<file path="config.mk">
export PLATFORM = sky130hd
export DESIGN_NAME = pipelined_seg_adder
export DESIGN_NICKNAME = d
export VERILOG_FILES = /design/src/rtl/cnu_arith_pkg.sv /design/src/rtl/pipelined_seg_adder_rca_segment.sv /design/src/rtl/pipelined_seg_adder.sv
export SDC_FILE = /design/constraint.sdc
export NUM_CORES = 1
export LEC_CHECK = 0
export ABC_AREA = 0
export CAP_MARGIN = 25
export CORE_UTILIZATION = 32
export DETAILED_ROUTE_END_ITERATION = 12
export HOLD_SLACK_MARGIN = 0.06
export PLACE_DENSITY_LB_ADDON = 0.1
export SETUP_SLACK_MARGIN = 0.5
export SYNTH_ARGS = -nofsm -noshare
export SYNTH_HDL_FRONTEND = slang
export SYNTH_SLANG_ARGS = --single-unit
export TNS_END_PERCENT = 1
</file>
<file path="constraint.sdc">
create_clock -name clk -period 2.1 [get_ports clk]
set_clock_uncertainty 0.1 [all_clocks]
set_input_delay 0.525 -clock clk [delete_from_list [all_inputs] [get_ports clk]]
set_output_delay 0.525 -clock clk [all_outputs]
set_load 0.05 [all_outputs]
</file>
<file path="src/rtl/cnu_arith_pkg.sv">
// cnu_arith_pkg
//   Shared arithmetic helpers for the CNU/VNU message datapath.
//   seg_w   : ceil(width/stages), nominal ripple segment width
//   seg_lo  : LSB index of segment k. Each segment is guaranteed to be
//             at least one bit wide.
//   sat_max : most positive two's-complement value of a given width
//   sat_min : most negative two's-complement value of a given width
//   Widths up to 64 bits are supported by the saturation helpers.
package cnu_arith_pkg;

  function automatic int seg_w(input int width, input int stages);
    return (width + stages - 1) / stages;
  endfunction

  // Segments 0..stages-2 take seg_w bits and the last segment takes the
  // remainder. The cap only matters for width/stages combinations where
  // ceil-sized segments would leave the tail segments empty. In that case
  // the upper segments shrink to one bit each.
  function automatic int seg_lo(input int width, input int stages, input int k);
    int lo;
    int cap;
    lo  = k * seg_w(width, stages);
    cap = width - (stages - k);
    return (lo < cap) ? lo : cap;
  endfunction

  function automatic logic [63:0] sat_max(input int width);
    return (64'd1 << (width - 1)) - 64'd1;
  endfunction

  function automatic logic [63:0] sat_min(input int width);
    return 64'd1 << (width - 1);
  endfunction

endpackage

</file>
<file path="src/rtl/pipelined_seg_adder_rca_segment.sv">
// rca_segment
//   W-bit ripple-carry adder segment. It forms one pipeline slice of
//   pipelined_seg_adder.
//   a, b : W-bit operand slices
//   cin  : carry into bit 0 of the slice
//   s    : W-bit sum slice
//   cout : carry out of the slice MSB
module rca_segment #(
  parameter int W = 4
) (
  input  logic [W-1:0] a,
  input  logic [W-1:0] b,
  input  logic         cin,
  output logic [W-1:0] s,
  output logic         cout
);

  logic [W:0] carry;

  assign carry[0] = cin;

  genvar gi;
  generate
    for (gi = 0; gi < W; gi++) begin : g_bit
      assign s[gi]         = a[gi] ^ b[gi] ^ carry[gi];
      assign carry[gi + 1] = (a[gi] & b[gi]) | (carry[gi] & (a[gi] ^ b[gi]));
    end
  endgenerate

  assign cout = carry[W];

endmodule

</file>
<file path="src/rtl/pipelined_seg_adder.sv">
// pipelined_seg_adder
//   Pipelined two's-complement adder/subtractor with valid/ready flow
//   control. The WIDTH-bit carry chain is cut into STAGES ripple segments,
//   and each segment is followed by a register boundary. Latency is STAGES
//   cycles and throughput is one result per cycle.
//   clk, rst_n          : clock (rising edge), asynchronous active-low reset
//   in_valid, in_ready  : input handshake; a, b, sub, sat are sampled on transfer
//   a, b                : WIDTH-bit operands
//   sub                 : 1 computes a-b, 0 computes a+b
//   sat                 : 1 clamps the result to the signed range on overflow
//   out_valid, out_ready: output handshake
//   sum                 : result (raw or saturated)
//   cout                : carry out of the MSB (for subtraction, 1 = no borrow)
//   ovf                 : signed overflow. This flag is raised whether or not
//                         sat is set.
module pipelined_seg_adder
  import cnu_arith_pkg::*;
#(
  parameter int WIDTH  = 8,
  parameter int STAGES = 2
) (
  input  logic             clk,
  input  logic             rst_n,
  input  logic             in_valid,
  output logic             in_ready,
  input  logic [WIDTH-1:0] a,
  input  logic [WIDTH-1:0] b,
  input  logic             sub,
  input  logic             sat,
  output logic             out_valid,
  input  logic             out_ready,
  output logic [WIDTH-1:0] sum,
  output logic             cout,
  output logic             ovf
);

  localparam int               LAST    = STAGES - 1;
  localparam logic [WIDTH-1:0] MAX_POS = WIDTH'(sat_max(WIDTH));
  localparam logic [WIDTH-1:0] MIN_NEG = WIDTH'(sat_min(WIDTH));

  logic [STAGES-1:0] v_vec;  // stage valid bits, gathered from the stage blocks
  logic [STAGES-1:0] adv;    // stage k may load this cycle

  genvar gi;

  // The recursive form adv[k] = !v[k] | adv[k+1] unrolls to: stage k
  // advances unless every stage from k up to the output is occupied and
  // the output is stalled. That gives a flat AND/OR per stage with no
  // chained combinational feedback through adv itself.
  generate
    for (gi = 0; gi < STAGES; gi++) begin : g_adv
      assign adv[gi] = out_ready | ~(&v_vec[STAGES-1:gi]);
    end
  endgenerate

  assign in_ready = adv[0];

  // Every stage register carries the full operand words and a result word.
  // The result word is correct from bit 0 up to that stage's slice. Stage k
  // reads the upper operand slices from stage k-1 (the skew) and copies the
  // completed lower result bits forward (the deskew). As a result, the word
  // leaving the last stage is fully aligned. The sub control is folded into
  // the effective operand B' and the initial carry at stage 0, so it does
  // not need to travel further. The sat control travels with the data.
  generate
    for (gi = 0; gi < STAGES; gi++) begin : g_stage
      localparam int LO = seg_lo(WIDTH, STAGES, gi);
      localparam int HI = (gi == STAGES - 1) ? WIDTH - 1
                                             : seg_lo(WIDTH, STAGES, gi + 1) - 1;
      localparam int W  = HI - LO + 1;

      logic             v_in;
      logic [WIDTH-1:0] a_in;
      logic [WIDTH-1:0] b_in;
      logic [WIDTH-1:0] s_in;
      logic             c_in;
      logic             sat_in;

      logic [W-1:0]     seg_s;
      logic             seg_c;
      logic [WIDTH-1:0] s_next;

      logic             v_reg;
      logic [WIDTH-1:0] a_reg;
      logic [WIDTH-1:0] b_reg;
      logic [WIDTH-1:0] s_reg;
      logic             c_reg;
      logic             sat_reg;

      if (gi == 0) begin : g_head
        assign v_in   = in_valid;
        assign a_in   = a;
        assign b_in   = sub ? ~b : b;
        assign s_in   = '0;
        assign c_in   = sub;
        assign sat_in = sat;
      end else begin : g_body
        assign v_in   = g_stage[gi - 1].v_reg;
        assign a_in   = g_stage[gi - 1].a_reg;
        assign b_in   = g_stage[gi - 1].b_reg;
        assign s_in   = g_stage[gi - 1].s_reg;
        assign c_in   = g_stage[gi - 1].c_reg;
        assign sat_in = g_stage[gi - 1].sat_reg;
      end

      rca_segment #(
        .W (W)
      ) u_seg (
        .a    (a_in[HI:LO]),
        .b    (b_in[HI:LO]),
        .cin  (c_in),
        .s    (seg_s),
        .cout (seg_c)
      );

      always_comb begin
        s_next        = s_in;
        s_next[HI:LO] = seg_s;
      end

      // A stalled stage keeps its contents. A bubble is allowed to load
      // whatever is upstream, because its v_reg marks it as not valid.
      always_ff @(posedge clk or negedge rst_n) begin
        if (!rst_n) begin
          v_reg   <= 1'b0;
          a_reg   <= '0;
          b_reg   <= '0;
          s_reg   <= '0;
          c_reg   <= 1'b0;
          sat_reg <= 1'b0;
        end else if (adv[gi]) begin
          v_reg   <= v_in;
          a_reg   <= a_in;
          b_reg   <= b_in;
          s_reg   <= s_next;
          c_reg   <= seg_c;
          sat_reg <= sat_in;
        end
      end

      assign v_vec[gi] = v_reg;
    end
  endgenerate

  // Output decode. This logic only reads last-stage registers, so the
  // outputs stay stable while the output is held. All registers reset to
  // zero, which makes sum/cout/ovf read as zero during reset.
  logic [WIDTH-1:0] raw;
  logic             a_msb;
  logic             b_msb;

  assign raw   = g_stage[LAST].s_reg;
  assign a_msb = g_stage[LAST].a_reg[WIDTH-1];
  assign b_msb = g_stage[LAST].b_reg[WIDTH-1];

  assign out_valid = g_stage[LAST].v_reg;
  assign cout      = g_stage[LAST].c_reg;
  assign ovf       = (a_msb == b_msb) & (raw[WIDTH-1] != a_msb);

  // Signed overflow can only push toward the sign of a, so a's sign
  // selects which rail to clamp to.
  assign sum = (g_stage[LAST].sat_reg & ovf) ? (a_msb ? MIN_NEG : MAX_POS) : raw;

endmodule

</file>
### After elaboration in Yosys (flattened, before gate mapping)

Cells that the tools add are included.

| word-level totals | value |
|---|---|
| bits in registers | 50 |
| bits in latches | 0 |
| bits in writable memories | 0 |
| bits in read-only memories | 0 |
| output and inout bits | 12 |
| logic and storage cells | 65 |
| memories | 0 |

| cells by class | value |
|---|---|
| add/subtract/negate cells | 0 |
| multiply operators | 0 |
| divide/modulo/power cells | 0 |
| magnitude comparators | 0 |
| equal/unequal tests | 2 |
| shift-type cells | 0 |
| mux-type cells | 3 |
| bitwise gates (word level) | 47 |
| reductions and logical operators | 1 |

Operator list:

| cell | number |
|---|---|
| 2-to-1 mux 8 bit | 3 |
| bitwise AND 1 bit | 18 |
| bitwise XOR 1 bit | 16 |
| OR 1 bit | 10 |
| inverter 8 bit | 1 |
| inverter 1 bit | 2 |
| AND reduction 2 bit | 1 |
| equality test 1 bit | 1 |
| != test 1 bit | 1 |

### Depth between registers and ports, before layout

Gate-level depths: netlist of the first run.

| depth | value |
|---|---|
| depth after elaboration | 11 |
| depth in mapped cells | 8 |
| mapped depth without buffers | 8 |

### Hierarchy

A second synthesis of the first run with hierarchy kept.

| unflattened totals | value |
|---|---|
| cell total of the unflattened synthesis | 122 |
| area, all modules | 1547.7 µm² |

By module, submodules not included:

| module | times used | cells an instance | area an instance (µm²) | sequential area each (µm²) |
|---|---|---|---|---|
| pipelined_seg_adder | 1 | 94 | 1312.5 | 700.7 |
| rca_segment | 2 | 14 | 117.6 | 0.0 |

### Worst setup path after synthesis of the first run

OpenSTA, ideal clock, no wires.

| path | value |
|---|---|
| kind | input port to flip-flop |
| from | input sub |
| to | register g_stage[0].s_reg[3] |
| library setup time | 125 ps |
| data arrival time | 2236 ps |
| path slack | -361 ps |
| stages on the path | 8 |
| path buffers | 1 |
| path through | buf_2 -> mux2_2 -> fa_1 -> inv_1 -> fa_1 -> inv_1 -> fa_1 -> mux2_2 |

| between the ends | value |
|---|---|
| longest elaborated chain between the ends | 9 |

RTL lines:

| element | RTL line | text |
|---|---|---|
| start: declaration | pipelined_seg_adder.sv:28 | `input logic sub,` |
| 2-to-1 mux 8 bit | pipelined_seg_adder.sv:93 | `assign b_in = sub ? ~b : b;` |
| bitwise XOR 1 bit | pipelined_seg_adder_rca_segment.sv:26 | `assign carry[gi + 1] = (a[gi] & b[gi]) \| (carry[gi] & (a[gi] ^ b[gi]));` |
| bitwise AND 1 bit | pipelined_seg_adder_rca_segment.sv:26 |  |
| OR 1 bit | pipelined_seg_adder_rca_segment.sv:26 |  |
| bitwise AND 1 bit | pipelined_seg_adder_rca_segment.sv:26 |  |
| OR 1 bit | pipelined_seg_adder_rca_segment.sv:26 |  |
| bitwise AND 1 bit | pipelined_seg_adder_rca_segment.sv:26 |  |
| OR 1 bit | pipelined_seg_adder_rca_segment.sv:26 |  |
| bitwise XOR 1 bit (*) | pipelined_seg_adder_rca_segment.sv:25 | `assign s[gi] = a[gi] ^ b[gi] ^ carry[gi];` |
| via g_stage[0].seg_s[3] | pipelined_seg_adder.sv:79 | `logic [W-1:0] seg_s;` |
| end signal: assignment | pipelined_seg_adder.sv:135 | `s_reg <= s_next;` |
| end: declaration | pipelined_seg_adder.sv:86 | `logic [WIDTH-1:0] s_reg;` |

Mark *: on every way through the listed nets, which the timed path passes. The rest lies on a longest branch.
A chain may end at the register's enable or synchronous reset.

### Worst setup path after layout of the first run

| path | value |
|---|---|
| from | register g_stage[0].c_reg |
| to | register g_stage[1].s_reg[7] |

| between the ends | value |
|---|---|
| longest elaborated chain between the ends | 7 |

RTL lines:

| element | RTL line | text |
|---|---|---|
| start: declaration | pipelined_seg_adder.sv:87 | `logic c_reg;` |
| start signal: assignment | pipelined_seg_adder.sv:136 | `c_reg <= seg_c;` |
| bitwise AND 1 bit | pipelined_seg_adder_rca_segment.sv:26 |  |
| OR 1 bit | pipelined_seg_adder_rca_segment.sv:26 |  |
| bitwise AND 1 bit | pipelined_seg_adder_rca_segment.sv:26 |  |
| OR 1 bit | pipelined_seg_adder_rca_segment.sv:26 |  |
| bitwise AND 1 bit | pipelined_seg_adder_rca_segment.sv:26 |  |
| OR 1 bit | pipelined_seg_adder_rca_segment.sv:26 |  |
| bitwise XOR 1 bit | pipelined_seg_adder_rca_segment.sv:25 |  |
| end signal: assignment | pipelined_seg_adder.sv:135 |  |
| end: declaration | pipelined_seg_adder.sv:86 |  |

No other way between the ends.

==> reports/results.ini, run 1 <==
[yosys]
syn_inst = 117
syn-cell-area_um2 = 1500
yosys-top-cells-count = dfrtp_1 (28), mux2_2 (20), inv_1 (13)
yosysUniqueCellTypes = 22
syn_nets = 146
syn_area_per_cell_um2 = 12.8
synth_flop_cell = dfrtp_1
yosysTopAreaCell = dfrtp_1
ys_seq_area_share_pct = 46.7
async_reset_ff_share_pct = 100
yosys_warnings = 0
netlist_top_cells_area = dfrtp_1 (47%), mux2_2 (15%), fa_1 (9.3%), a211o_1 (4.1%), a21boi_0 (3.5%)
synth.most_common_cell = dfrtp_1
synth-edff-count = 0
synth_top_cell_area_share_pct = 46.7
synth-seq-cells = 28

[critical_path]
slowest_stage = dfrtp_1
rr_startpoint = g_stage[0].c_reg$_DFFE_PN0P_
critical_path_class = reg2reg
path_buf_inv = 3
critPathMaxStageDelay_ps = 410
crit_fanout = 2
cp.arrival_ps = 2290
critical_path.cell_chain = fa_2, inv_2, fa_1, inv_1, fa_2, inv_2, fa_1, mux2i_1
cp-startpoint = g_stage[0].c_reg$_DFFE_PN0P_
critPathCaptureType = flip-flop
startpoint_type = flip-flop
critPathRequiredTime_ps = 2200
worstRegToRegCells = 8
r2r_setup_slack_ps = -90
crit_family = adder cells
worstReg2RegEnd = g_stage[1].s_reg[7]$_DFFE_PN0P_

[finish]
largest_reg_flops = 12
drive_gt1_share_pct = 42.7
nNetsFinal = 187
n_antenna_cell = 0
design_area_um2 = 2170
areaGrowthSynthToFinish_pct = 44.3
final_cells = 209
final_util_pct = 48.8

[timing]
whs_ps = 411
timing.slew.headroom_pct = 75.0
tightest_slew_ps = 374
setup_ws_ps = -92.4
fin_setup_tns_ps = -486
max_freq_ghz = 0.456
drv_slew = 0
hold_viol = 0
fin_crit_ps = 2190
setup_violations = 9
period_share_pct = 104
rsz0062_at_grt = yes

[place]
dp_hpwl_um = 2320
gp_congestion = 0.715
place_area_um2 = 2060
portBuffers = 33
dpl.cell_count = 205

[worst_hold_path]
hold_depth = 1
hp-start = g_stage[0].s_reg[0]$_DFFE_PN0P_
min_to = g_stage[0].s_reg[0]$_DFFE_PN0P_
worstHoldPathType = reg2reg

[detailed_routing]
remaining_drc_errors = 0
drtIter0Drc = 24
drtAntennaViolNets = 0
finalWirelength_um = 3120
routedWlPerCell_um = 14.9
vias_per_cell = 4.85
firstDrtPassIters = 3
vias = 1013

[cts]
numCtsBuffers = 3
clk_latency_ps = 270
cts_tree = yes
h-tree-depth = 1
cts_root_buffer = clkbuf_8
cts_max_path_buffers = 2
clkTransAtPathRegs_ps = 100
postCtsSetupBuffers = 0
clock-sinks = 28

[global_routing]
gr-total-overflow = 0
grt_pass1_vias = 1122
grt_max_degree = 29
antenna_found_initial = 0
grt_pass1_wl_um = 5380
grt_use_total_pct = 14.0

[outcome]
outcome = finished, violations left
violations = setup timing

[die]
die_w_um = 70.5
start_util_pct = 33.8
num_rows = 24
design.die.area_um2 = 4970
die_h_um = 70.5
io_pins = 34
coreArea_um2 = 4440

[power_and_ir_drop]
p_leak_nw = 0.999
p_per_area_nw_per_um2 = 1140
worst_ir_drop_vdd_uv = 395

[flow_run]
cap_violations = 0

==> logic make-up after synthesis <==
kind of cell / count (synthesis) / synth area share, %
AO/OA/AOI/OAI: 19 / 9.33
buffers and inverters: 20 / 6.00
AND/OR/NAND/NOR: 10 / 5.67
flip-flops: 28 / 46.7
adder cells (fa/ha/maj): 7 / 9.33
multiplexers: 25 / 18.3
XOR/XNOR: 8 / 4.67
==> stage by stage <==
stage / total power, mW / setup WS, ps
2_1_floorplan: 1.48 / -275
3_3_place_gp: 2.07 / -729
3_5_place_dp: 2.10 / -787
4_1_cts: 2.49 / -141
5_1_grt: 2.60 / -198
6_report: 2.47 / -92.4
==> final cells by class <==
class	count	area, um^2
sequential	28	702
inverter	13	48.8
multi-input combinational	69	769
fill	416	2280
tap	52	65.1
timing repair buffer	43	527
clock buffer	4	55.1
==> timing repair <==
| item | in CTS | in global routing |
|---|---|---|
| hold buffers | 0 | 0 |
| cloned | 0 | 0 |
| pin swaps | 5 | 9 |
| resized for setup | 32 | 7 |
| endpoints found under the setup margin | 33 | 33 |
==> routing by layer <==
layer	vias up	global-route usage (%)	part of all wire, %
met1	523	18.6	45
met5	-	0	0
met3	2	2.16	2.4
li1	475	-	-
met2	13	23.8	52
met4	0	4.08	0.61
==> cell usage in the layout (no fill, tap or decap), drive strengths merged <==
cell type,netlist,layout
dfrtp,28,28
buf,5,25
mux2,20,20
clkdlybuf4s50,0,15
inv,13,13
a21boi,7,7
a211o,7,7
fa,7,7
mux2i,5,5
xor2,5,5
clkbuf,2,5
nand2b,4,4
a21oi,3,3
xnor2,3,3
nor3b,2,2
nor4bb,1,1
nor2b,1,1
o22ai,1,1
nand3b,1,1
or3b,1,1
o21ai,1,1
dlymetal6s2s,0,1
dlygate4sd2,0,1
==> worst max path at each step <==
| stage | endpoint | slack [ps] | cells past startpoint |
|---|---|---|---|
| global route | g_stage[1].s_reg[7]$_DFFE_PN0P_ | -200 | 8 |
| finish | g_stage[1].s_reg[7]$_DFFE_PN0P_ | -90 | 8 |
| detailed placement | g_stage[0].s_reg[3]$_DFFE_PN0P_ | -790 | 8 |
| global placement | g_stage[0].s_reg[3]$_DFFE_PN0P_ | -730 | 8 |
| floorplan | g_stage[0].s_reg[3]$_DFFE_PN0P_ | -280 | 8 |
| CTS | g_stage[0].s_reg[3]$_DFFE_PN0P_ | -140 | 8 |
==> power breakdown <==
group	internal [mW]	leakage [nW]	switching (mW)	total (mW)
logic	0.692	0.647	0.675	1.37
clock network	0.168	0.0288	0.165	0.333
registers	0.666	0.322	0.102	0.767
total	1.52	0.999	0.942	2.47
==> worst reg2reg max path: stages (launching register included) <==
cell,delay [ps]
dfrtp_1,410
fa_2,390
inv_2,60
fa_1,150
inv_1,50
fa_2,330
inv_2,80
fa_1,410
mux2i_1,150
No activity file was read; power rests on OpenSTA's default activity.
==> run 2, diff against run 1 <==
--- a/config.mk
+++ b/config.mk
@@ -7,6 +7,7 @@
 export LEC_CHECK = 0
 export ABC_AREA = 0
 export CAP_MARGIN = 25
+export CORE_MARGIN = 8
 export CORE_UTILIZATION = 32
 export DETAILED_ROUTE_END_ITERATION = 12
 export HOLD_SLACK_MARGIN = 0.06
==> run 2 against run 1 <==
Against the previous run:
- the run still ends with setup timing left
- critical path depth unchanged
- count of clock-buffer cells in the layout shrank 1
- via count is 1.1% lower
- final area is 0.12% higher
- worst setup slack improved by 21 ps
- worst hold slack worse by 5.0 ps
- critical endpoint is now g_stage[0].s_reg[3]$_DFFE_PN0P_
- sequential power rose by 0.8%
- sequential share of layout area up 0.078 points
- global-route usage down 5.5 points
- highest routed layer unchanged
==> reports/results.ini, run 2 (synthesis results as in run 1) <==
[outcome]
outcome = finished, violations left
violations = setup timing

[power_and_ir_drop]
worst_ir_drop_vdd_uv = 402  ; +1.8%
totalPowerFinal_mw = 2.41  ; -2.1%
p_leak_nw = 0.986  ; -1.2%
p_per_area_nw_per_um2 = 1110  ; -2.2%

[detailed_routing]
vias_per_cell = 4.73  ; -2.5%
routedWlPerCell_um = 14.4  ; -3.4%
firstDrtPassIters = 4  ; +1
vias = 1002  ; -1.1%
finalWirelength_um = 3060  ; -2.0%
drtAntennaViolNets = 0  ; unchanged
drtIter0Drc = 26  ; +8.3%
remaining_drc_errors = 0  ; unchanged

[timing]
setup_violations = 9  ; unchanged
whs_ps = 406  ; -4.96 ps
drv_slew = 0  ; unchanged
setup_ws_ps = -71.1  ; +21.3 ps
period_share_pct = 103  ; -1.0 points
fin_crit_ps = 2170  ; -21.3 ps
tightest_slew_ps = 361  ; -13.8 ps
max_freq_ghz = 0.461  ; +0.98%
hold_viol = 0  ; unchanged
rsz0062_at_grt = yes
timing.slew.headroom_pct = 76.0  ; +0.92 points

[global_routing]
met1_usage_pct = 10.3  ; -8.3 points
gr-total-overflow = 0  ; unchanged
antenna_found_initial = 0  ; unchanged
grt_pass1_wl_um = 5040  ; -6.3%
met2_usage_pct = 14.5  ; -9.4 points
grt_use_total_pct = 8.55  ; -5.5 points
grt_max_degree = 29  ; unchanged
busiest_layer = met2
use_met3_pct = 2.05  ; -0.12 points
grt_pass1_vias = 1071  ; -4.5%

[cts]
cts_tree = yes
cts_max_path_buffers = 2  ; unchanged
clkTransAtPathRegs_ps = 90  ; about the same
cts_hold_buf = 0  ; unchanged
clk_latency_ps = 260  ; about the same
cts_root_buffer = clkbuf_8
numCtsBuffers = 3  ; unchanged
clock-sinks = 28  ; unchanged
h-tree-depth = 1  ; unchanged

[worst_hold_path]
worstHoldPathType = reg2reg

[critical_path]
critical_path_class = in2reg
critPathCaptureType = flip-flop
cp_common_cell = fa_2
critPathMaxStageDelay_ps = 390  ; -20 ps
critPathRequiredTime_ps = 2150  ; -50 ps
cp.arrival_ps = 2230  ; -60 ps
path_buf_inv = 3  ; unchanged
slowest_stage = fa_2
critical_path.cell_chain = buf_6, mux2_4, fa_2, inv_2, fa_2, inv_2, fa_2, mux2_4
crit_family = adder cells
startpoint_type = primary input
crit_fanout = 2  ; unchanged

[die]
start_util_pct = 32.4  ; -1.4 points
io_pins = 34  ; unchanged
coreArea_um2 = 4630  ; +4.2%
die_h_um = 84.5  ; +20%
design.die.area_um2 = 7140  ; +44%
num_rows = 25  ; +4.2%
die_w_um = 84.5  ; +20%

[finish]
design_area_um2 = 2170  ; +0.12%
final_cell_mix = dfrtp_1 (25), mux2_2 (17), clkdlybuf4s50_1 (15), buf_4 (12), buf_12 (11)
areaGrowthSynthToFinish_pct = 44.5
n_antenna_cell = 0  ; unchanged
nNetsFinal = 189  ; +1.1%
drive_gt1_share_pct = 46.2  ; +3.5 points
largest_reg_flops = 12  ; unchanged
final_cells = 212  ; +1.4%
layout_commonest_cell = dfrtp_1

[place]
dpl.cell_count = 206  ; +0.49%
dp_slack_ps = -758  ; +28.2 ps
place_area_um2 = 2040  ; -0.85%
dp_hpwl_um = 2310  ; -0.63%
portBuffers = 33  ; unchanged
gp_congestion = 0.718  ; +0.29%

[flow_run]
cap_violations = 0  ; unchanged

==> run 2: changes by cell type in the layout (fill, tap and decap cells not counted), moves of 2 or more <==
cell	previous run	this run
a21oi_2	0	2
a21oi_1	3	1
buf_4	8	12
dfrtp_2	1	3
dfrtp_1	27	25
==> run 2: timing repair <==
action,CTS,global route
setup endpoints to repair,32,17
buffers inserted,2,1
gates resized for setup,35,10
pin swaps,13,9
endpoints found under the hold margin,0,0
==> run 2: final cells by class <==
| class | instances | area, um^2 |
|---|---|---|
| fill | 429 | 2460 |
| multi-input combinational | 69 | 779 |
| sequential | 28 | 704 |
| timing repair buffer | 45 | 528 |
| tap | 54 | 67.6 |
| inverter | 13 | 48.8 |
| clock buffer | 3 | 41.3 |
==> run 2: worst register-to-register path, cell delays in order (launching register included) <==
cell and delay, ps:
dfrtp_1 410, fa_2 390, inv_2 60, fa_1 160, inv_2 40, fa_2 330, inv_2 70, fa_1 410
mux2i_1 140
==> run 2: final timing paths <==
kind | endpoint | depth (start not counted) | slack, ps | start
hold reg to reg | g_stage[1].s_reg[1]$_DFFE_PN0P_ | 1 | 410 | g_stage[0].s_reg[1]$_DFFE_PN0P_
setup reg to reg | g_stage[1].s_reg[7]$_DFFE_PN0P_ | 8 | -60 | g_stage[0].b_reg[4]$_DFFE_PN0P_
setup / recovery | g_stage[0].s_reg[3]$_DFFE_PN0P_ | 8 | -70 | b[0]
max in group asynchronous | out_valid$_DFFE_PN0P_ | 2 | 1090 | rst_n
hold / removal | g_stage[1].s_reg[1]$_DFFE_PN0P_ | 1 | 410 | g_stage[0].s_reg[1]$_DFFE_PN0P_
min in group asynchronous | g_stage[0].a_reg[7]$_DFFE_PN0P_ | 2 | 530 | rst_n
==> run 2: metrics by stage <==
stage / TNS [ps] / utilization, %
floorplan: -507 / -
global placement: -2050 / 44.1
detailed placement: -2150 / 44.1
CTS: -557 / 45.9
global route: -1140 / 46.9
finish: -552 / 46.9
==> run 2: layer usage <==
| metal | vias to the layer above | wire length (um) |
|---|---|---|
| li1 | 479 | - |
| met1 | 498 | 1350 |
| met2 | 21 | 1550 |
| met3 | 4 | 124 |
| met4 | 0 | 41 |
| met5 | - | 0 |
==> run 2: power breakdown <==
part,leakage (nW),total [mW],switching (mW),internal [mW]
sequential,0.321,0.773,0.106,0.667
clock,0.0216,0.280,0.152,0.128
combinational,0.644,1.36,0.670,0.692
==> run 3, diff against run 2 <==
--- a/config.mk
+++ b/config.mk
@@ -8,7 +8,7 @@
 export ABC_AREA = 0
 export CAP_MARGIN = 25
 export CORE_MARGIN = 8
-export CORE_UTILIZATION = 32
+export CORE_UTILIZATION = 34
 export DETAILED_ROUTE_END_ITERATION = 12
 export HOLD_SLACK_MARGIN = 0.06
 export PLACE_DENSITY_LB_ADDON = 0.1
==> run 3 against run 2 <==
Against the previous run:
- the run still ends with setup timing left
- die area fell by 4.8%
- non-clock buffer count fell by 1
- final cell count decreased by 1.4%
- sequential share of layout area grew 0.25 points
- final area fell by 0.75%
- sequential power hardly changed
- clock power shrank 1%
- worst setup slack better by 16 ps
==> reports/results.ini, run 3 (synthesis results as in run 1) <==
[cts]
cts_tree = yes
clkTransAtPathRegs_ps = 80  ; about the same
clk_latency_ps = 260  ; about the same
cts_hold_buf = 0  ; unchanged
numCtsBuffers = 3  ; unchanged
cts_max_path_buffers = 2  ; unchanged
h-tree-depth = 1  ; unchanged
cts_root_buffer = clkbuf_8
clock-sinks = 28  ; unchanged

[global_routing]
grt_pass1_wl_um = 4790  ; -5.1%
grt_pass1_vias = 1068  ; -0.28%
antenna_found_initial = 0  ; unchanged
gr-total-overflow = 0  ; unchanged
grt_use_total_pct = 9.13  ; +0.58 points
grt_max_degree = 29  ; unchanged

[place]
portBuffers = 33  ; unchanged
gp_congestion = 0.744  ; +3.6%
dp_hpwl_um = 2370  ; +2.9%
dpl.cell_count = 204  ; -0.97%

[critical_path]
crit_fanout = 2  ; unchanged
critPathMaxStageDelay_ps = 410  ; +20 ps
slowest_stage = dfrtp_1
critPathRequiredTime_ps = 2190  ; +40 ps
cp.arrival_ps = 2250  ; +20 ps
critPathCaptureType = flip-flop
worstRegToRegCells = 8  ; unchanged
critical_path.cell_chain = fa_2, inv_2, fa_1, inv_1, fa_2, inv_2, fa_1, mux2i_1
critical_path_class = reg2reg
startpoint_type = flip-flop

[worst_hold_path]
hold_depth = 1  ; unchanged
worstHoldPathType = reg2reg

[timing]
drv_slew = 0  ; unchanged
setup_ws_ps = -55.4  ; +15.7 ps
rsz0062_at_grt = yes
hold_viol = 0  ; unchanged
period_share_pct = 103  ; -0.75 points
max_freq_ghz = 0.464  ; +0.73%
setup_violations = 10  ; +1
fin_setup_tns_ps = -418  ; +134 ps
timing.slew.headroom_pct = 76.5  ; +0.49 points
tightest_slew_ps = 353  ; -7.34 ps
fin_crit_ps = 2160  ; -15.7 ps

[detailed_routing]
routedWlPerCell_um = 14.5  ; +0.27%
drtAntennaViolNets = 0  ; unchanged
finalWirelength_um = 3020  ; -1.1%
remaining_drc_errors = 0  ; unchanged
vias_per_cell = 4.81  ; +1.7%
firstDrtPassIters = 4  ; unchanged
vias = 1005  ; +0.30%
drtIter0Drc = 13  ; -50%

[finish]
areaGrowthSynthToFinish_pct = 43.4
nNetsFinal = 188  ; -0.53%
layout_commonest_cell = dfrtp_1
final_cell_mix = dfrtp_1 (25), mux2_2 (16), clkdlybuf4s50_1 (15), buf_12 (11), buf_4 (11)
largest_reg_flops = 12  ; unchanged
n_antenna_cell = 0  ; unchanged
final_cells = 209  ; -1.4%
drive_gt1_share_pct = 44.6  ; -1.6 points

[die]
die_w_um = 82.5  ; -2.4%
num_rows = 24  ; -4.0%
io_pins = 34  ; unchanged
coreArea_um2 = 4290  ; -7.2%
die_h_um = 82.5  ; -2.4%
start_util_pct = 35.0  ; +2.5 points
design.die.area_um2 = 6800  ; -4.8%

[power_and_ir_drop]
worst_ir_drop_vdd_uv = 428  ; +6.4%
totalPowerFinal_mw = 2.41  ; -0.26%
p_leak_nw = 0.986  ; about the same
p_per_area_nw_per_um2 = 1120  ; +0.49%

[outcome]
violations = setup timing
outcome = finished, violations left

[flow_run]
cap_violations = 0  ; unchanged

[run 3: layout make-up]
| type | instances | area, um^2 |
|---|---|---|
| Tap cell | 52 | 65.1 |
| Sequential cell | 28 | 704 |
| Clock buffer | 3 | 41.3 |
| Timing Repair Buffer | 44 | 517 |
| Multi-Input combinational cell | 69 | 777 |
| Inverter | 13 | 48.8 |
| Fill cell | 388 | 2140 |
[run 3: worst paths after layout]
kind / from / end / slack [ps]
max: g_stage[0].a_reg[4]$_DFFE_PN0P_ / g_stage[1].s_reg[7]$_DFFE_PN0P_ / -60
max in group asynchronous: rst_n / out_valid$_DFFE_PN0P_ / 1080
min: g_stage[0].sat_reg$_DFFE_PN0P_ / g_stage[1].sat_reg$_DFFE_PN0P_ / 410
min in group asynchronous: rst_n / g_stage[1].s_reg[0]$_DFFE_PN0P_ / 530
min reg2reg: g_stage[0].sat_reg$_DFFE_PN0P_ / g_stage[1].sat_reg$_DFFE_PN0P_ / 410
max reg2reg: g_stage[0].a_reg[4]$_DFFE_PN0P_ / g_stage[1].s_reg[7]$_DFFE_PN0P_ / -60
[run 3: repair_timing]
| action | 4_1_cts | 5_1_grt |
|---|---|---|
| resized for setup | 38 | 8 |
| setup buffers | 0 | 2 |
| pin swaps | 12 | 8 |
| endpoints found under the setup margin | 33 | 17 |
[run 3: stage by stage]
step	utilization (%)	hold slack [ps]	setup WS [ps]	instance area (um^2)
6_report	50.1	413	-55.4	2150
5_1_grt	50.1	414	-145	2150
4_1_cts	49.3	416	-146	2120
3_5_place_dp	47.5	395	-777	2040
3_3_place_gp	47.5	387	-733	2040
2_1_floorplan	-	129	-275	1520
[run 3: report_power, final]
group	leakage (nW)	internal (mW)	switching (mW)
combinational	0.643	0.688	0.670
sequential	0.321	0.667	0.108
clock	0.0216	0.128	0.147
[run 3: worst max-delay path, delay by kind of cell, from the launching register on]
kind | cells | cell delay (ps)
fa+ha+maj | 4 | 1270
flops | 1 | 410
buf+inv | 3 | 180
mux | 1 | 130
[run 3: routing by layer]
metal  up-vias  share of wire, %  GRT usage [%]  wire length, um
met2        17                51           15.4             1550
met5         -                 0              0                0
li1        476                 -              -                -
met1       510                44           11.2             1330
met4         0              0.56           3.16               17
met3         2               4.3           2.06              129
==> edit 1, RTL diff (config.mk and constraints of run 2) <==
`WIDTH`: 8 -> 12.
--- a/src/rtl/pipelined_seg_adder.sv
+++ b/src/rtl/pipelined_seg_adder.sv
@@ -16,7 +16,7 @@
 module pipelined_seg_adder
   import cnu_arith_pkg::*;
 #(
-  parameter int WIDTH  = 8,
+  parameter int WIDTH  = 12,
   parameter int STAGES = 2
 ) (
   input  logic             clk,
Interface: changed (resized a, b and sum); port bits go from 34 to 46. The function was not compared with the original's and may differ.
==> edit 1 against run 2 <==
The flow still finishes with violations (negative setup slack). Via count increased by 36%. Setup slack worse by 0.69 ns. Power increased by 46%. Synthesized area up 41%. Sequential cell count rose by 10. Die area is 32% higher. Cell area up 37%. Wire length rose by 53%. First-iteration DRC count rose by 65%. Hold slack worse by 0.24 ns. Sequential power grew 37%. Critical path type is now flip-flop to flip-flop.
==> edit 1: results (changes against run 2) <==
metric;value;unit;change
status;finished with violations;;
failing checks;negative setup slack;;
Clk pin slew, worst setup/hold paths;0.07;ns;-0.02 ns
Hold Worst Slack;0.171;ns;-0.235 ns
Least-Margin Pin Slew;0.492;ns;+0.132 ns
Seq/Total Area, Yosys;45.0;%;-1.7 points
VDD IR max;0.892;mV;+120%
Distinct cells, synth;22;;unchanged
reg2reg start;g_stage[0].a_reg[6];;
Worst Path Arrival;2.98;ns;+0.75 ns
Pleak;1.36;nW;+38%
IO Port Bufs;45;;+36%
WL/cell;16.1;µm;+12%
cells on worst reg2reg path;10;;+2
final setup violation count;18;;+9
clk buf depth;2;;unchanged
ys async rst share;100;%;unchanged
Syn. warnings;0;;unchanged
Final #Nets;253;;+34%
antenna cells;0;;unchanged
post-CTS repair timing setup buffer count;0;;-2
share of layout cells above drive strength 1;41.3;%;-4.9 points
crit path from;g_stage[0].a_reg[6];;
number of levels in the clock H-tree;2;;+1
top area cells in the synthesized netlist;dfrtp_1 45%, mux2_2 12%, fa_1 10%;;
class of the worst hold path;input pin to asynchronous set/reset pin;;
Slowest cell on crit path;fa_1;;
Final HPWL DP;3490;µm;+51%
max FFs per register;18;;+6
total global-route track usage;10.5;%;+1.9 points
first-pass GRT wire length;8090;µm;+60%
pre-CTS setup slack;-1.45;ns;-0.691 ns
Slowest Stage Delay on Critical Path;0.42;ns;+0.03 ns
post-route setup slack;-0.759;ns;-0.688 ns
cts bufs inserted;5;;+2
via count;1360;;+36%
initial antenna violation count;0;;unchanged
largest delay contributor family on the critical path;adder cells;;
CTS Root Buffer Type;clkbuf_8;;
largest net degree at the start of global routing;39;;+34%
EDFF count, synth;0;;unchanged
maximum fanout along the worst path;2;;unchanged
gpl congestion;0.713;;-0.61%
vias in the first global route;1561;;+46%
Pre-antenna DRT Iters;2;;-2
Cell Area, Placed;2840;µm²;+39%
Syn Nets;199;;+36%
Reg2Reg Capture Point;g_stage[1].s_reg[11];;
DRT iter0 DRCs;43;;+65%
Post-synth top cells;38 x dfrtp_1, 23 x mux2_2, 15 x inv_1;;
latest clock arrival within the worst-skew pair;0.29;ns;+0.03 ns
-- edit 1: report_power, final --
group	switching [W]	leakage [nW]	total, W	internal, W
clock	0.000249	0.0482	0.000514	0.000265
combinational	0.000962	0.871	0.00195	0.000986
sequential	0.000146	0.439	0.00106	0.000916
-- edit 1: per-stage QoR --
stage	util (%)	TNS [ns]	total power (W)	instances
after CTS	46.6	-5.44	0.00358	290
after global routing	46.7	-5.94	0.00372	290
after global placement	44.5	-7.10	0.00296	282
after floorplan	-	-4.11	0.00211	158
final	46.7	-4.77	0.00352	290
after detailed placement	44.5	-7.25	0.00300	282
-- edit 1: worst reg2reg max path: cells and delay by family (launching register included) --
kind	cells	cell delay (ns)
adder cells (fa/ha/maj)	6	1.98
flip-flops	1	0.41
buffers and inverters	3	0.18
AO/OA/AOI/OAI	1	0.12
-- edit 1: area by class of cell --
cell class / instances / area (µm²)
tap: 77 / 96.3
multi-input combinational: 96 / 1100
clock buffer: 7 / 86.3
inverter: 15 / 56.3
sequential: 38 / 952
timing repair buffer: 56 / 681
fill: 568 / 3410
clock inverter: 1 / 5.00
-- edit 1: cell families after synthesis --
logic type,after synthesis,synth area share [%]
XOR/XNOR,12,4.97
AO/OA/AOI/OAI,27,9.95
AND/OR/NAND/NOR,11,4.38
flip-flops,38,45.0
adder cells (fa/ha/maj),11,10.4
buffers and inverters,24,5.92
multiplexers,35,19.4
-- edit 1: how the worst max path moves through the flow --
stage	cells past startpoint	end	slack, ns
2_1_floorplan	10	g_stage[0].s_reg[5]	-0.90
3_3_place_gp	10	g_stage[0].s_reg[5]	-1.41
3_5_place_dp	10	g_stage[0].s_reg[5]	-1.45
4_1_cts	10	g_stage[1].s_reg[11]	-0.80
5_1_grt	10	g_stage[1].s_reg[11]	-0.84
6_report	10	g_stage[1].s_reg[11]	-0.76
-- edit 1: routing by layer --
metal / global-route usage (%) / wire length [µm] / share of wire, % / vias to the layer above
met5: 0 / 0 / 0 / -
met2: 18.0 / 2400 / 51 / 23
met3: 2.35 / 146 / 3.1 / 8
li1: - / - / - / 643
met1: 12.1 / 2050 / 44 / 686
met4: 4.55 / 77 / 1.6 / 0
-- edit 1: timing repair --
action                     4_1_cts  5_1_grt
gates cloned                     0        0
hold buffers                     0        0
pin swaps                       17       10
setup endpoints to repair       46       26
gates resized for setup         44        1
==> edit 2, RTL diff (flow settings as in run 2) <==
Made on the original files. Put a register stage on the output `ovf`. The value now appears one clock later. The other outputs are not delayed to match.
--- a/src/rtl/pipelined_seg_adder.sv
+++ b/src/rtl/pipelined_seg_adder.sv
@@ -37,6 +37,8 @@
   localparam int               LAST    = STAGES - 1;
   localparam logic [WIDTH-1:0] MAX_POS = WIDTH'(sat_max(WIDTH));
   localparam logic [WIDTH-1:0] MIN_NEG = WIDTH'(sat_min(WIDTH));
+
+  logic ovf_d;
 
   logic [STAGES-1:0] v_vec;  // stage valid bits, gathered from the stage blocks
   logic [STAGES-1:0] adv;    // stage k may load this cycle
@@ -155,11 +157,15 @@
 
   assign out_valid = g_stage[LAST].v_reg;
   assign cout      = g_stage[LAST].c_reg;
-  assign ovf       = (a_msb == b_msb) & (raw[WIDTH-1] != a_msb);
+  assign ovf_d     = (a_msb == b_msb) & (raw[WIDTH-1] != a_msb);
 
   // Signed overflow can only push toward the sign of a, so a's sign
   // selects which rail to clamp to.
-  assign sum = (g_stage[LAST].sat_reg & ovf) ? (a_msb ? MIN_NEG : MAX_POS) : raw;
+  assign sum = (g_stage[LAST].sat_reg & ovf_d) ? (a_msb ? MIN_NEG : MAX_POS) : raw;
+
+  always_ff @(posedge clk) begin
+    ovf <= ovf_d;
+  end
 
 endmodule
 
Behaviour: not the same (Yosys sat finds a counterexample within 4 cycles, from zero or initial values and one cycle with rst_n low).
==> edit 2 against run 2 <==
The run still ends with negative setup slack left. Sequential cell count grew 1. Sequential power increased by 2.8%. Non-clock buffer count did not move. Cell count rose by 2.4%. Setup slack hardly changed. Sequential share of layout area rose by 0.35 points. Wire length increased by 7.1%. Core utilization up 0.41 points. Power increased by 6.5%. Maximum frequency barely moved. Cell area rose by 1.6%. Hold slack worse by 0.00054 ns. Synthesized area grew 1.3%.
==> edit 2: results (changes against run 2) <==
metric;value;unit;change
gpl congestion;0.811;;+13%
xor/xnor share of the synthesized area;4.61;%;-0.061 points
post-route setup slack;-0.0710;ns;+0.000111 ns
first-pass GRT wire length;5580;µm;+11%
Slowest cell on crit path;fa_1;;
number of levels in the clock H-tree;2;;+1
post-CTS repair timing setup buffer count;0;;-2
syn_area_per_cell;12.9;µm²;+0.47%
Seq/Total Area, Yosys;47.4;%;+0.70 points
mux contribution to synthesized area;18.1;%;-0.24 points
setup TNS;-0.402;ns;+0.150 ns
Least-Margin Pin Slew;0.359;ns;-0.00198 ns
Internal;0.00162;W;+8.9%
Seq pwr share;30.9;%;-1.1 points
Synth Area in Compound Gates;9.21;%;-0.12 points
status;finished with violations;;
Cell Area, Placed;2070;µm²;+1.5%
via count;1006;;+0.40%
pre-CTS setup slack;-0.757;ns;+0.00176 ns
Pre-antenna DRT Iters;3;;-1
final setup violation count;9;;unchanged
failing checks;negative setup slack;;
reg2reg start;g_stage[0].c_reg;;
total global-route track usage;10.1;%;+1.5 points
GR Layer Usage met1;10.7;%;+0.42 points
GRT met2 Usage;16.8;%;+2.3 points
Final HPWL DP;2520;µm;+9.4%
Hold Worst Slack;0.406;ns;-0.000535 ns
Distinct cells, synth;23;;+4.5%
## edit 2: routing by layer
metal  wire, µm  share of wire (%)  vias up
li1           -                  -      483
met1       1400                 43      501
met2       1690                 52       18
met3        139                4.2        4
met4         48                1.5        0
met5          0                  0        -
## edit 2: area by class of cell
type / count / area, µm² / area share (%)
Clock buffer: 7 / 86.3 / 3.92
Timing Repair Buffer: 45 / 508 / 23.1
Inverter: 13 / 48.8 / 2.21
Tap cell: 54 / 67.6 / 3.07
Sequential cell: 29 / 723 / 32.8
Multi-Input combinational cell: 69 / 769 / 34.9
## edit 2: kinds of logic after synthesis
| logic type | after synthesis |
|---|---|
| AO/OA/AOI/OAI | 19 |
| XOR/XNOR | 8 |
| buffers and inverters | 20 |
| AND/OR/NAND/NOR | 10 |
| multiplexers | 25 |
| flip-flops | 29 |
| adder cells (fa/ha/maj) | 7 |
## edit 2: repair_timing
action,4_1_cts,5_1_grt
endpoints found under the hold margin,0,0
endpoints found under the setup margin,31,17
pin swaps,10,7
gates cloned,0,0
resized for setup,37,4
